===== src/rtl/thread_regfile_if.sv =====
// Instruction, load-return and operand bus between the thread scheduler/LSU and thread_regfile.
// The master side drives decoded fields and load returns; the slave side returns operands.
interface thread_regfile_if #(
  parameter int unsigned DATA_BITS = 8,
  parameter int unsigned NUM_REGS  = 16
);
  localparam int unsigned ADDR_BITS = $clog2(NUM_REGS);

  logic [2:0]           core_state;
  logic [ADDR_BITS-1:0] decoded_rd_address;
  logic [ADDR_BITS-1:0] decoded_rs_address;
  logic [ADDR_BITS-1:0] decoded_rt_address;
  logic                 decoded_reg_write_enable;
  logic [1:0]           decoded_reg_input_mux;
  logic [DATA_BITS-1:0] decoded_immediate;
  logic [DATA_BITS-1:0] alu_out;
  logic                 ld_ret_valid;
  logic [ADDR_BITS-1:0] ld_ret_addr;
  logic [DATA_BITS-1:0] ld_ret_data;
  logic [DATA_BITS-1:0] rs;
  logic [DATA_BITS-1:0] rt;
  logic                 hazard;
  logic [NUM_REGS-1:0]  pending_mask;

  modport master (
    output core_state, decoded_rd_address, decoded_rs_address, decoded_rt_address,
           decoded_reg_write_enable, decoded_reg_input_mux, decoded_immediate, alu_out,
           ld_ret_valid, ld_ret_addr, ld_ret_data,
    input  rs, rt, hazard, pending_mask
  );

  modport slave (
    input  core_state, decoded_rd_address, decoded_rs_address, decoded_rt_address,
           decoded_reg_write_enable, decoded_reg_input_mux, decoded_immediate, alu_out,
           ld_ret_valid, ld_ret_addr, ld_ret_data,
    output rs, rt, hazard, pending_mask
  );
endinterface


===== src/rtl/thread_regfile.sv =====
// Per-thread register file with read-only block/thread registers and a load-pending scoreboard.
// Optional feature: define REGFILE_BYPASS_EN to forward same-cycle load returns into operand reads.
module thread_regfile #(
  parameter int unsigned THREADS_PER_BLOCK = 4,
  parameter int unsigned THREAD_ID         = 0,
  parameter int unsigned DATA_BITS         = 8,
  parameter int unsigned NUM_REGS          = 16
) (
  input  logic                clk,
  input  logic                reset,
  input  logic                enable,
  input  logic [7:0]          block_id,
  thread_regfile_if.slave     bus
);
  localparam int unsigned ADDR_BITS = $clog2(NUM_REGS);

  localparam logic [2:0] CoreRequest = 3'b011;
  localparam logic [2:0] CoreUpdate  = 3'b110;

  localparam logic [ADDR_BITS-1:0] RoBase        = ADDR_BITS'(NUM_REGS - 3);
  localparam logic [ADDR_BITS-1:0] BlockDimAddr  = ADDR_BITS'(NUM_REGS - 2);
  localparam logic [ADDR_BITS-1:0] ThreadIdxAddr = ADDR_BITS'(NUM_REGS - 1);

  logic [DATA_BITS-1:0] regs_q [NUM_REGS];
  logic [DATA_BITS-1:0] regs_d [NUM_REGS];
  logic [NUM_REGS-1:0]  pend_q, pend_d, pend_view;
  logic [DATA_BITS-1:0] rs_q, rs_d, rt_q, rt_d;
  logic                 hazard_q, hazard_d;
  logic                 ret_ok, upd_ok, is_request;

  assign ret_ok     = bus.ld_ret_valid && (bus.ld_ret_addr < RoBase);
  assign upd_ok     = (bus.core_state == CoreUpdate) && bus.decoded_reg_write_enable &&
                      (bus.decoded_rd_address < RoBase);
  assign is_request = (bus.core_state == CoreRequest);

  // Return is applied first so a same-cycle UPDATE to the same register overrides it.
  always_comb begin
    regs_d = regs_q;
    pend_d = pend_q;
    if (ret_ok) begin
      regs_d[bus.ld_ret_addr] = bus.ld_ret_data;
      pend_d[bus.ld_ret_addr] = 1'b0;
    end
    if (upd_ok) begin
      unique case (bus.decoded_reg_input_mux)
        2'b00:   regs_d[bus.decoded_rd_address] = bus.alu_out;
        2'b10:   regs_d[bus.decoded_rd_address] = bus.decoded_immediate;
        2'b01:   pend_d[bus.decoded_rd_address] = 1'b1;
        default: ;
      endcase
    end
    regs_d[RoBase] = DATA_BITS'(block_id);
  end

  always_comb begin
    pend_view = pend_q;
    rs_d      = regs_q[bus.decoded_rs_address];
    rt_d      = regs_q[bus.decoded_rt_address];
`ifdef REGFILE_BYPASS_EN
    if (ret_ok) begin
      pend_view[bus.ld_ret_addr] = 1'b0;
      if (bus.ld_ret_addr == bus.decoded_rs_address) rs_d = bus.ld_ret_data;
      if (bus.ld_ret_addr == bus.decoded_rt_address) rt_d = bus.ld_ret_data;
    end
`endif
    hazard_d = pend_view[bus.decoded_rs_address] | pend_view[bus.decoded_rt_address] |
               (bus.decoded_reg_write_enable & pend_view[bus.decoded_rd_address]);
  end

  always_ff @(posedge clk) begin
    if (reset) begin
      for (int unsigned i = 0; i < NUM_REGS; i++) begin
        regs_q[ADDR_BITS'(i)] <= '0;
      end
      regs_q[BlockDimAddr]  <= DATA_BITS'(THREADS_PER_BLOCK);
      regs_q[ThreadIdxAddr] <= DATA_BITS'(THREAD_ID);
      pend_q   <= '0;
      rs_q     <= '0;
      rt_q     <= '0;
      hazard_q <= 1'b0;
    end else if (enable) begin
      regs_q <= regs_d;
      pend_q <= pend_d;
      if (is_request) begin
        rs_q     <= rs_d;
        rt_q     <= rt_d;
        hazard_q <= hazard_d;
      end
    end
  end

  assign bus.rs           = rs_q;
  assign bus.rt           = rt_q;
  assign bus.hazard       = hazard_q;
  assign bus.pending_mask = pend_q;
endmodule


===== src/flat_wrapper.sv =====
// flat-port wrapper written by rule: the top's interface ports become plain ports
module thread_regfile_flat 
#(
  parameter int unsigned THREADS_PER_BLOCK = 4,
  parameter int unsigned THREAD_ID         = 0,
  parameter int unsigned DATA_BITS         = 8,
  parameter int unsigned NUM_REGS          = 16
)
  (clk, reset, enable, block_id, bus_core_state, bus_decoded_rd_address, bus_decoded_rs_address, bus_decoded_rt_address, bus_decoded_reg_write_enable, bus_decoded_reg_input_mux, bus_decoded_immediate, bus_alu_out, bus_ld_ret_valid, bus_ld_ret_addr, bus_ld_ret_data, bus_rs, bus_rt, bus_hazard, bus_pending_mask);
  thread_regfile_if #(.DATA_BITS(DATA_BITS), .NUM_REGS(NUM_REGS)) bus_i ();
  input  logic clk;
  input  logic reset;
  input  logic enable;
  input  logic [7:0] block_id;
  input wire logic [$bits(bus_i.core_state)-1:0] bus_core_state;
  input wire logic [$bits(bus_i.decoded_rd_address)-1:0] bus_decoded_rd_address;
  input wire logic [$bits(bus_i.decoded_rs_address)-1:0] bus_decoded_rs_address;
  input wire logic [$bits(bus_i.decoded_rt_address)-1:0] bus_decoded_rt_address;
  input wire logic [$bits(bus_i.decoded_reg_write_enable)-1:0] bus_decoded_reg_write_enable;
  input wire logic [$bits(bus_i.decoded_reg_input_mux)-1:0] bus_decoded_reg_input_mux;
  input wire logic [$bits(bus_i.decoded_immediate)-1:0] bus_decoded_immediate;
  input wire logic [$bits(bus_i.alu_out)-1:0] bus_alu_out;
  input wire logic [$bits(bus_i.ld_ret_valid)-1:0] bus_ld_ret_valid;
  input wire logic [$bits(bus_i.ld_ret_addr)-1:0] bus_ld_ret_addr;
  input wire logic [$bits(bus_i.ld_ret_data)-1:0] bus_ld_ret_data;
  output wire logic [$bits(bus_i.rs)-1:0] bus_rs;
  output wire logic [$bits(bus_i.rt)-1:0] bus_rt;
  output wire logic [$bits(bus_i.hazard)-1:0] bus_hazard;
  output wire logic [$bits(bus_i.pending_mask)-1:0] bus_pending_mask;
  assign bus_i.core_state = bus_core_state;
  assign bus_i.decoded_rd_address = bus_decoded_rd_address;
  assign bus_i.decoded_rs_address = bus_decoded_rs_address;
  assign bus_i.decoded_rt_address = bus_decoded_rt_address;
  assign bus_i.decoded_reg_write_enable = bus_decoded_reg_write_enable;
  assign bus_i.decoded_reg_input_mux = bus_decoded_reg_input_mux;
  assign bus_i.decoded_immediate = bus_decoded_immediate;
  assign bus_i.alu_out = bus_alu_out;
  assign bus_i.ld_ret_valid = bus_ld_ret_valid;
  assign bus_i.ld_ret_addr = bus_ld_ret_addr;
  assign bus_i.ld_ret_data = bus_ld_ret_data;
  assign bus_rs = bus_i.rs;
  assign bus_rt = bus_i.rt;
  assign bus_hazard = bus_i.hazard;
  assign bus_pending_mask = bus_i.pending_mask;
  thread_regfile #(.THREADS_PER_BLOCK(THREADS_PER_BLOCK), .THREAD_ID(THREAD_ID), .DATA_BITS(DATA_BITS), .NUM_REGS(NUM_REGS)) u_core (.clk(clk), .reset(reset), .enable(enable), .block_id(block_id), .bus(bus_i));
endmodule

===== config.mk =====
export PLATFORM = sky130hd
export DESIGN_NAME = thread_regfile_flat
export DESIGN_NICKNAME = d
export VERILOG_FILES = /design/src/rtl/thread_regfile_if.sv /design/src/rtl/thread_regfile.sv /design/src/flat_wrapper.sv
export SDC_FILE = /design/constraint.sdc
export NUM_CORES = 1
export LEC_CHECK = 0
export ABC_CLOCK_PERIOD_IN_PS = 5700
export CORE_UTILIZATION = 55
export DETAILED_ROUTE_END_ITERATION = 8
export DONT_BUFFER_PORTS = 1
export PLACE_DENSITY = 0.7
export SLEW_MARGIN = 5
export SYNTH_ARGS = -nofsm -noshare
export SYNTH_HDL_FRONTEND = slang
export SYNTH_SLANG_ARGS = --single-unit

===== constraint.sdc =====
create_clock -name clk -period 5.7 [get_ports clk]
set_input_delay 1.14 -clock clk [delete_from_list [all_inputs] [get_ports clk]]
set_output_delay 1.14 -clock clk [all_outputs]
set_load 0.02 [all_outputs]

==> tab_implementation.tex <==
\begin{tabular}{lr}
\hline
Metric & Value \\
\hline
\multicolumn{2}{l}{\textbf{Run status}} \\
Status & finished clean \\
\multicolumn{2}{l}{\textbf{Synthesis}} \\
Cells after synthesis & 1001 \\
FF+latch count, synth & 161 \\
Post-synthesis net count & 1059 \\
Distinct cells, synth & 68 \\
Mapped Avg Cell Area & 10.11 sq um \\
YS warnings & 0 \\
Mapped Area & 10120 sq um \\
Post-synth EDFFs & 0 \\
Main flop type after synthesis & sky130\_fd\_sc\_hd\_\_dfxtp\_1 \\
Post-synth ARST share & 0 \\
Part of the Yosys area used for sequential elements & 0.3186 \\
\multicolumn{2}{l}{\textbf{Timing}} \\
Count of final max-slew check failures & 0 \\
Sum of negative setup slack & 0 ps \\
Final Hold Fails & 0 \\
Post-route clock period utilization & 0.4850 \\
Final Critical Period & 2765 ps \\
Final setup fails & 0 \\
Post-layout worst setup margin & 2935 ps \\
Slew at the pin closest to its max-slew limit & 1197 ps \\
Max Clock Skew & 9.084 ps \\
Max Fclk & 361.7 MHz \\
RSZ-0062 raised after global routing & false \\
Relative slew slack & 0.1994 \\
\multicolumn{2}{l}{\textbf{Clocking}} \\
Clk sink count & between 150 and 200 \\
Clock latency at the later pin of the worst-skew pair & around 450 ps \\
Clock Tree Root & sky130\_fd\_sc\_hd\_\_clkbuf\_16 \\
CTS buffer count & 17 \\
Bufs on Longest Clock Path & 2 \\
Number of hold-repair buffers added at the cts stage & 0 \\
Cells resized by post-CTS repair & 0 \\
Number of buffers added for setup after CTS & 0 \\
Clock input transition at the sequential cells of the worst setup and hold paths & 70 ps \\
Level count of the clock H-tree & 4 \\
CTS tree & done \\
\multicolumn{2}{l}{\textbf{Cells and area}} \\
Signed area change from the synthesized netlist to the final layout & 4.465\% \\
Total of fill cells in the finished design & approximately 1600 \\
N\_diodes & 0 \\
Non-filler cells, final & 1178 \\
Post-Layout Inst Area & between 10000 and 15000 sq um \\
Share of post-route cells with drive strength above 1 & 0.1697 \\
Number of nets in the final layout & a little under 1000 \\
\multicolumn{2}{l}{\textbf{Placement}} \\
Placed Cells incl. Taps & between 1000 and 1500 \\
Final weighted congestion of routability-driven global placement & 0.9244 \\
Sum of net half-perimeters after detailed placement & 21580 microns \\
Post-detailed-placement cell area & 10000 sq um \\
Worst-case setup slack after placement & 2565 ps \\
Number of port buffers & 0 \\
\multicolumn{2}{l}{\textbf{Floorplan}} \\
Standard cell core area & around 18000 sq um \\
Die span in y & 137.6 microns \\
Starting density of the core & 0.5612 \\
Die boundary width & 137.6 microns \\
Number of top-level pins & around 90 \\
Placement row count & 49 \\
Total Die Area & 18940 sq um \\
\multicolumn{2}{l}{\textbf{Setup path}} \\
Worst Reg2Reg Path Length in Cells & 5 \\
Category of the critical setup timing path & primary input to flop \\
Endpoint kind of the worst setup timing path & flop \\
Largest fanout of any net on the critical path & 25 \\
Kind of launch point of the worst setup path & primary input \\
Worst Path Required & 6070 ps \\
Crit path DAT & about 3100 ps \\
\multicolumn{2}{l}{\textbf{Pwr}} \\
Pwr/cell area & roughly 240 nW/um\^{}2 \\
Pleak & between 3 and 4 nW \\
Maximum vdd drop & roughly 240 uV \\
\multicolumn{2}{l}{\textbf{Routing}} \\
DRT Wirelength & 32660 microns \\
DRT antenna net count & 0 \\
Number of vias in the routed layout & 8646 \\
Ratio of routed vias to standard cells & 7.340 \\
Wire length per cell & 27.72 microns \\
Number of DRC markers after the initial detailed-route iteration & 1216 \\
\# DRC & 0 \\
Number of iterations in the first detailed-routing pass & 6 \\
\multicolumn{2}{l}{\textbf{Global routing}} \\
GRT Overall Usage & 0.3571 \\
Vias in the first global route & 7875 \\
Global-route wire length before repair & about 49000 microns \\
Pin count of the biggest net entering global routing & 157 \\
Number of antenna violations at the first check in global routing & 1 \\
Remaining global-route overflow & 0 \\
\multicolumn{2}{l}{\textbf{Hold path}} \\
Worst hold path depth & 1 \\
HP Class & flop to flop \\
\multicolumn{2}{l}{\textbf{Flow run}} \\
Max-cap violation count & 0 \\
\hline
\end{tabular}
==> cells in the mapped netlist, drive strengths merged (5+ instances only) <==
cell type,instances,area share
nor2b,26,0.016
a211oi,37,0.027
nand3,9,0.0049
a22o,7,0.0061
nor4,9,0.014
mux4,88,0.20
nand2b,19,0.012
a221oi,7,0.0061
inv,29,0.011
o2bb2ai,23,0.020
and2,5,0.0031
a22oi,40,0.030
nor2,130,0.050
o22ai,5,0.0031
a2bb2oi,44,0.038
or2,5,0.0031
clkbuf,51,0.019
o21a,6,0.0045
mux2i,66,0.065
dfxtp,161,0.32
buf,40,0.026
a21oi,10,0.0049
nand3b,8,0.0059
o21ai,37,0.018
nand2,44,0.016
nor3,40,0.029
==> path summary, 6_finish.rpt <==
kind	startpoint	end	slack (ps)
setup / recovery	bus_core_state[0]	u_core.regs_q[79]$_SDFFE_PP0P_	2940
hold / removal	u_core.regs_q[10]$_SDFFE_PP1P_	u_core.regs_q[10]$_SDFFE_PP1P_	470
setup reg to reg	u_core.bus.pending_mask[5]$_SDFFE_PP0P_	u_core.bus.hazard$_SDFFE_PP0P_	3970
hold reg to reg	u_core.regs_q[10]$_SDFFE_PP1P_	u_core.regs_q[10]$_SDFFE_PP1P_	470
==> per-layer routing <==
metal	global-route usage	part of all wire	up-vias
li1	-	-	3725
met1	0.4983	0.40	4206
met2	0.5078	0.43	629
met3	0.1026	0.13	84
met4	0.1642	0.041	2
met5	0	0.00040	-
==> flip-flops by register name, summed over array words and instances, names as in the netlist <==
signal                   flops
u_core.regs_q              128
u_core.bus.hazard            1
u_core.bus.rt                8
u_core.bus.rs                8
u_core.bus.pending_mask     16
==> where the power goes <==
part	switching (mW)	internal, mW	total, mW
sequential	0.0228	1.15	1.17
combinational	0.110	0.112	0.222
clock	0.559	0.581	1.14
total	0.693	1.84	2.53
==> per-stage QoR <==
stage                     utilization  hold WS [ps]  total power [mW]
after floorplan                     -         429.2             1.434
after global placement         0.5548         439.9             1.406
after detailed placement       0.5548         447.2             1.411
after CTS                      0.5863         464.3             2.522
after global routing           0.5863         487.3             2.593
final                          0.5863         466.0             2.532
==> final cells by class <==
cell class / instances / area, sq um / share of cell area
well taps: 229 / 286.5 / 0.02711
repair buffers: 7 / 52.55 / 0.004973
clock buffers: 17 / 425.4 / 0.04026
clock inverters: 15 / 141.4 / 0.01338
inverters: 30 / 112.6 / 0.01066
multi-input cells: 719 / 6326 / 0.5986
flip-flops and latches: 161 / 3223 / 0.3050
==> critical path, stage by stage <==
cell and delay, ps:
sky130_fd_sc_hd__nand4b_4 580, sky130_fd_sc_hd__nor4_4 760, sky130_fd_sc_hd__o21ai_0 270, sky130_fd_sc_hd__nor2b_1 200, sky130_fd_sc_hd__nor3_1 150
==> cells in the final DEF (no fill, tap or decap), types with 5 or more instances in the layout <==
master                      count
sky130_fd_sc_hd__buf_4          7
sky130_fd_sc_hd__nor3_1        28
sky130_fd_sc_hd__a22o_1         7
sky130_fd_sc_hd__o2bb2ai_1     23
sky130_fd_sc_hd__o22ai_1        5
sky130_fd_sc_hd__inv_8          5
sky130_fd_sc_hd__a21oi_1       10
sky130_fd_sc_hd__o21ai_0       32
sky130_fd_sc_hd__a221oi_1       7
sky130_fd_sc_hd__nor3_2         6
sky130_fd_sc_hd__nand3b_1       8
sky130_fd_sc_hd__nor2_1       127
sky130_fd_sc_hd__mux2i_1       66
sky130_fd_sc_hd__nand3_1        8
sky130_fd_sc_hd__o21ai_1        5
sky130_fd_sc_hd__a2bb2oi_1     44
sky130_fd_sc_hd__dfxtp_1      161
sky130_fd_sc_hd__nor3_4         6
sky130_fd_sc_hd__nor4_4         5
sky130_fd_sc_hd__mux4_2        88
sky130_fd_sc_hd__inv_6          5
sky130_fd_sc_hd__nor2b_1       26
sky130_fd_sc_hd__clkbuf_16     17
sky130_fd_sc_hd__o21a_1         6
sky130_fd_sc_hd__nand2_1       44
sky130_fd_sc_hd__a22oi_1       40
sky130_fd_sc_hd__a211oi_1      37
sky130_fd_sc_hd__inv_1         29
sky130_fd_sc_hd__nand2b_1      19
==> cell families after synthesis <==
group,after synthesis,synth area share
simple gates,312,0.1737
compound gates,250,0.1871
flops,161,0.3186
mux,157,0.2646
buf+inv,121,0.05603
(Power assumes the default switching activity.)
